==> config.mk <==
export PLATFORM = sky130hd
export DESIGN_NAME = div_sequencer
export DESIGN_NICKNAME = d
export VERILOG_FILES = /design/src/rtl/div_sequencer.sv
export SDC_FILE = /design/constraint.sdc
export NUM_CORES = 1
export LEC_CHECK = 0
export CAP_MARGIN = 40
export CORE_ASPECT_RATIO = 1.25
export CORE_MARGIN = 3
export CORE_UTILIZATION = 47
export DETAILED_ROUTE_END_ITERATION = 10
export HOLD_SLACK_MARGIN = 0.02
export MAX_ROUTING_LAYER = met4
export PLACE_DENSITY = 0.65
export SLEW_MARGIN = 15
export SYNTH_ARGS = -nofsm -noshare
export SYNTH_HDL_FRONTEND = slang
export SYNTH_SLANG_ARGS = --single-unit
==> constraint.sdc <==
create_clock -name clk -period 13.1 [get_ports clk]
set_input_delay 3.93 -clock clk [delete_from_list [all_inputs] [get_ports clk]]
set_output_delay 3.93 -clock clk [all_outputs]
set_load 0.005 [all_outputs]
==> src/rtl/div_sequencer.sv <==
// Sequencer for an iterative radix-2^k restoring divider serving RV32M DIV/DIVU/REM/REMU.
// It resolves the RISC-V special cases without iterating and caches the last Q/R pair.
module div_sequencer #(
    parameter int BITS_PER_CYCLE = 1
) (
    input  logic        clk,
    input  logic        rst,
    input  logic        flush,
    input  logic        req_valid,
    output logic        req_ready,
    input  logic [1:0]  req_op,
    input  logic [31:0] req_opA,
    input  logic [31:0] req_opB,
    output logic        busy,
    output logic        resp_valid,
    output logic [31:0] resp_data
);
    localparam int N = 32 / BITS_PER_CYCLE;

    typedef enum logic [2:0] {IDLE, PREP, CALC, FIXUP, DONE} state_t;

    state_t      state_q, state_d;
    logic [31:0] a_q, a_d, b_q, b_d;
    logic        uns_q, uns_d, is_rem_q, is_rem_d;
    logic [31:0] mag_b_q, mag_b_d, quo_q, quo_d;
    logic [32:0] rem_q, rem_d;
    logic [4:0]  cnt_q, cnt_d;
    logic        cache_valid_q, cache_valid_d, cache_uns_q, cache_uns_d;
    logic [31:0] cache_a_q, cache_a_d, cache_b_q, cache_b_d;
    logic [31:0] cache_quo_q, cache_quo_d, cache_rem_q, cache_rem_d;
    logic        busy_q, busy_d, resp_valid_q, resp_valid_d;
    logic [31:0] resp_data_q, resp_data_d;

    logic        accept_s, special_s, hit_s;
    logic [31:0] special_data_s, step_quo_s, fix_quo_s, fix_rem_s;
    logic [32:0] step_rem_s;

    function automatic logic [31:0] mag32(input logic [31:0] v, input logic is_signed);
        if (is_signed && v[31]) begin
            return ~v + 32'd1;
        end else begin
            return v;
        end
    endfunction

    assign req_ready  = (state_q == IDLE) & ~flush;
    assign accept_s   = req_valid & req_ready;
    assign busy       = busy_q | accept_s;
    // A flush landing in the DONE cycle must kill the already-registered pulse.
    assign resp_valid = resp_valid_q & ~flush;
    assign resp_data  = resp_data_q;

    // Special-case detection and cache lookup on the incoming request.
    always_comb begin
        special_s      = 1'b0;
        special_data_s = 32'd0;
        if (req_opB == 32'd0) begin
            special_s      = 1'b1;
            special_data_s = req_op[1] ? req_opA : 32'hFFFF_FFFF;
        end else if (!req_op[0] && req_opA == 32'h8000_0000 && req_opB == 32'hFFFF_FFFF) begin
            special_s      = 1'b1;
            special_data_s = req_op[1] ? 32'd0 : 32'h8000_0000;
        end else begin
            special_s      = 1'b0;
            special_data_s = 32'd0;
        end
        hit_s = cache_valid_q && (cache_a_q == req_opA) && (cache_b_q == req_opB)
                && (cache_uns_q == req_op[0]);
    end

    // BITS_PER_CYCLE shift/subtract/restore steps; quo_q doubles as dividend shifter.
    always_comb begin
        step_rem_s = rem_q;
        step_quo_s = quo_q;
        for (int i = 0; i < BITS_PER_CYCLE; i++) begin
            step_rem_s = {step_rem_s[31:0], step_quo_s[31]};
            step_quo_s = {step_quo_s[30:0], 1'b0};
            if (step_rem_s >= {1'b0, mag_b_q}) begin
                step_rem_s    = step_rem_s - {1'b0, mag_b_q};
                step_quo_s[0] = 1'b1;
            end else begin
                step_quo_s[0] = 1'b0;
            end
        end
    end

    // Sign restoration of the unsigned result pair.
    always_comb begin
        fix_quo_s = (!uns_q && (a_q[31] ^ b_q[31])) ? (~quo_q + 32'd1) : quo_q;
        fix_rem_s = (!uns_q && a_q[31]) ? (~rem_q[31:0] + 32'd1) : rem_q[31:0];
    end

    // Next-state logic for the sequencer, datapath and cache.
    always_comb begin
        state_d       = state_q;
        a_d           = a_q;
        b_d           = b_q;
        uns_d         = uns_q;
        is_rem_d      = is_rem_q;
        mag_b_d       = mag_b_q;
        quo_d         = quo_q;
        rem_d         = rem_q;
        cnt_d         = cnt_q;
        cache_valid_d = cache_valid_q;
        cache_uns_d   = cache_uns_q;
        cache_a_d     = cache_a_q;
        cache_b_d     = cache_b_q;
        cache_quo_d   = cache_quo_q;
        cache_rem_d   = cache_rem_q;
        busy_d        = busy_q;
        resp_valid_d  = 1'b0;
        resp_data_d   = 32'd0;
        if (flush) begin
            state_d       = IDLE;
            busy_d        = 1'b0;
            cache_valid_d = 1'b0;
        end else begin
            case (state_q)
                IDLE: begin
                    if (accept_s) begin
                        a_d      = req_opA;
                        b_d      = req_opB;
                        uns_d    = req_op[0];
                        is_rem_d = req_op[1];
                        busy_d   = 1'b1;
                        if (special_s) begin
                            cache_valid_d = 1'b0;
                            state_d       = DONE;
                            resp_valid_d  = 1'b1;
                            resp_data_d   = special_data_s;
                        end else if (hit_s) begin
                            state_d      = DONE;
                            resp_valid_d = 1'b1;
                            resp_data_d  = req_op[1] ? cache_rem_q : cache_quo_q;
                        end else begin
                            state_d = PREP;
                        end
                    end else begin
                        state_d = IDLE;
                    end
                end
                PREP: begin
                    quo_d   = mag32(a_q, !uns_q);
                    mag_b_d = mag32(b_q, !uns_q);
                    rem_d   = 33'd0;
                    cnt_d   = 5'd0;
                    state_d = CALC;
                end
                CALC: begin
                    quo_d = step_quo_s;
                    rem_d = step_rem_s;
                    cnt_d = cnt_q + 5'd1;
                    if (cnt_q == 5'(N - 1)) begin
                        state_d = FIXUP;
                    end else begin
                        state_d = CALC;
                    end
                end
                FIXUP: begin
                    cache_valid_d = 1'b1;
                    cache_uns_d   = uns_q;
                    cache_a_d     = a_q;
                    cache_b_d     = b_q;
                    cache_quo_d   = fix_quo_s;
                    cache_rem_d   = fix_rem_s;
                    state_d       = DONE;
                    resp_valid_d  = 1'b1;
                    resp_data_d   = is_rem_q ? fix_rem_s : fix_quo_s;
                end
                DONE: begin
                    state_d = IDLE;
                    busy_d  = 1'b0;
                end
                default: begin
                    state_d = IDLE;
                    busy_d  = 1'b0;
                end
            endcase
        end
    end

    // State registers with asynchronous reset.
    always_ff @(posedge clk or posedge rst) begin
        if (rst) begin
            state_q       <= IDLE;
            a_q           <= 32'd0;
            b_q           <= 32'd0;
            uns_q         <= 1'b0;
            is_rem_q      <= 1'b0;
            mag_b_q       <= 32'd0;
            quo_q         <= 32'd0;
            rem_q         <= 33'd0;
            cnt_q         <= 5'd0;
            cache_valid_q <= 1'b0;
            cache_uns_q   <= 1'b0;
            cache_a_q     <= 32'd0;
            cache_b_q     <= 32'd0;
            cache_quo_q   <= 32'd0;
            cache_rem_q   <= 32'd0;
            busy_q        <= 1'b0;
            resp_valid_q  <= 1'b0;
            resp_data_q   <= 32'd0;
        end else begin
            state_q       <= state_d;
            a_q           <= a_d;
            b_q           <= b_d;
            uns_q         <= uns_d;
            is_rem_q      <= is_rem_d;
            mag_b_q       <= mag_b_d;
            quo_q         <= quo_d;
            rem_q         <= rem_d;
            cnt_q         <= cnt_d;
            cache_valid_q <= cache_valid_d;
            cache_uns_q   <= cache_uns_d;
            cache_a_q     <= cache_a_d;
            cache_b_q     <= cache_b_d;
            cache_quo_q   <= cache_quo_d;
            cache_rem_q   <= cache_rem_d;
            busy_q        <= busy_d;
            resp_valid_q  <= resp_valid_d;
            resp_data_q   <= resp_data_d;
        end
    end
endmodule
==> results.toml <==
[worst_hold_path]
hold_end = "cache_quo_q[25]"
hold_path_class = "reg2reg"
worstHoldStart = "cache_quo_q[25]"
min_delay_path_depth = 2

[yosys]
netlist_area_sq_mm = 0.01923
ys_warn_count = 0
ys.flop_type = "dfrtp_1"
ys_async_sr_fraction_pct = 100.0
synth_nets = 2281
synth.distinct_cells = 76
synth-seq-cells = 334
synth.avg_cell_area_sq_um = 8.855
synth_enable_flop_cells = 0
seq_area_frac_synth_pct = 43.46
synth_cells = 2172

[worst_setup_path]
cp-end-kind = "output port"
r2r_slack_ns = 9.30
criticalPathCategory = "in2out"
reg2reg_to = "resp_data[6]"
crit_fanout = 9
regToRegStartpoint = "cache_a_q[11]"
startpoint_type = "input port"
critical_path_arrival_ns = 6.17
worstPathRequired_ns = 9.17
worstRegToRegCells = 10

[sta]
finalCritPeriodShare_pct = 77.13
finClkSkew_ns = 0.03095
finalSetupViolCount = 0
final.setup.worst_slack_ns = 2.995
finalSetupTns_ns = 0
rsz0062_at_grt = "no"
worst_pin_slew_ns = 0.9109
clock.fmax_mhz = 98.96
hold_ws_ns = 0.4757
min_period_ns = 10.10
slew_viol_final = 0
maxSlewHeadroom_pct = 39.27
final_hold_viol_count = 0

[floorplan]
coreArea_sq_mm = 0.04022
initial_core_util_pct = 47.82
io_pins = 105
dieHeight_um = 232.2
die-area_sq_mm = 0.04340
rows = 82
die_w_um = 186.9

[route]
drt_first_pass_iters = 7
wirelength_mm = 62.07
routed_via_density = 5.860
vias = 16330
drc = 0
drt_iter0_markers = 1318
drtAntennaViolNets = 0
drt-wirelength-per-cell_um = 22.27

[global_routing]
grt_max_degree = 92
grt_pass1_wl_mm = 95.48
gr-total-overflow = 0
grtUsageTotal_pct = 29.07
grt_pass1_vias = 15840
antenna_found_initial = 0

[placed_design]
portBuffers = 104
place_congestion = 0.9332
dpl.hpwl_mm = 46.09
dpl_cell_area_sq_mm = 0.02089
dp.cells = 2719
post-place-ws_ns = 3.005

[clocking]
clock_latency_ns = 0.55
clock_path_buffers = 3
path_clk_slew_ns = 0.06
cts_hold_buf = 0
cts.sinks = 334
htreeDepth = 2
cts_setup_buffers = 0
cts_made_buffers = 37
cts_tree = "done"
cts-resized-gates = 0
cts-root-buf = "clkbuf_16"

[final_layout]
drive_above_1_share_pct = 8.568
final_cells = 2787
nNetsFinal = 2323
areaGrowthSynthToFinish_pct = 15.53
final_common_cell = "nand2_1"
final_util_pct = 55.25
n_antenna_cell = 0
final_cell_mix = "406 x nand2_1, 334 x dfrtp_1, 225 x o21ai_0"
finalInstanceArea_sq_mm = 0.02222

[power]
p_switching_mw = 1.873
fin_total_pwr_mw = 4.576
ir_worst_vdd_uv = 93.40
seqPwrFrac_pct = 36.5
swShare_pct = 40.93
pwr-share-comb_pct = 39.4
power_frac_clock_pct = 24.1
leakage_nw = 9.635
cellPowerDensity_mw_per_mm2 = 205.9
p_int_mw = 2.703

[outcome]
status = "finished, final reports clean"

[run]
maxCapViolCount = 0
==> routing by layer <==
metal / part of all wire [%] / up-vias / track usage (%)
met3: 5.6 / 159 / 3.563
li1: - / 7710 / -
met2: 47 / 559 / 46.91
met1: 41 / 7903 / 35.97
met4: 6.4 / 0 / 15.58
met5: 0 / - / -
==> logic make-up after synthesis <==
family                     after synthesis  share of synthesized area, %
xor gates and xnor gates               192                         8.743
DFF                                    334                         43.46
muxes                                  108                         6.024
and+or+nand+nor                        767                         18.27
AOI/OAI and AO/OA                      526                         16.88
adders and majority gates               39                         2.576
buffers and inverters                  206                         4.046
==> state kept, by name, indices dropped and copies added, names as in the netlist <==
signal and count:
cache_rem_q 32, cache_a_q 32, cache_uns_q 1, cache_valid_q 1, cache_quo_q 32, b_q 32, mag_b_q 32, is_rem_q 1
quo_q 32, state_q 3, busy_q 1, cnt_q 5, cache_b_q 32, resp_valid_q 1, resp_data 32, rem_q 32
a_q 32, uns_q 1
==> Yosys cell counts, drive strengths merged (17+ instances only) <==
library cell	count	share of area [%]
or4	17	0.74
xor2	96	4.4
inv	73	1.4
dfrtp	334	43
mux2i	46	2.4
nand3	51	1.3
nor3	28	0.75
mux2	62	3.6
o311ai	22	1.0
a21o	19	0.74
a31oi	21	0.68
nand2	407	7.9
ha	38	2.5
clkbuf	125	2.4
xnor2	96	4.4
nor2	112	2.2
o21ai	229	6.0
a221oi	23	1.0
o31ai	21	0.87
nor2b	24	0.78
a21oi	105	2.7
nand4	26	0.85
nand2b	19	0.63
nor4	39	1.3
==> cell type report <==
class                           count  area, sq um
Fill cell                        3737        18000
Multi-Input combinational cell   1632        10140
Sequential cell                   334         8358
Timing Repair Buffer              136         1474
Clock buffer                       48         1069
Tap cell                          546        683.2
Inverter                           73        277.8
Clock inverter                     18        214.0
==> worst max path at each step <==
stage | startpoint | slack, ns | cells after the start | to
3_3_place_gp | flush | 3.09 | 5 | busy
4_1_cts | flush | 2.99 | 5 | busy
5_1_grt | flush | 2.86 | 5 | busy
6_report | flush | 3.00 | 5 | busy
2_1_floorplan | flush | 4.24 | 5 | busy
3_5_place_dp | flush | 3.01 | 5 | busy
==> worst max-delay path: stages <==
cell,delay [ns]
clkdlybuf4s50_1,0.64
nor4_1,0.68
nand2_4,0.24
nand2b_1,0.15
clkdlybuf4s50_1,0.51
==> power by group through the flow <==
stage	Sequential (mW)	Combinational, mW	Clock (mW)
floorplan	1.56	1.30	0
global placement	1.67	1.73	0
detailed placement	1.68	1.78	0
CTS	1.67	1.79	1.12
global route	1.71	2.00	1.16
finish	1.67	1.80	1.10
No activity file was read; power rests on OpenSTA's default activity.
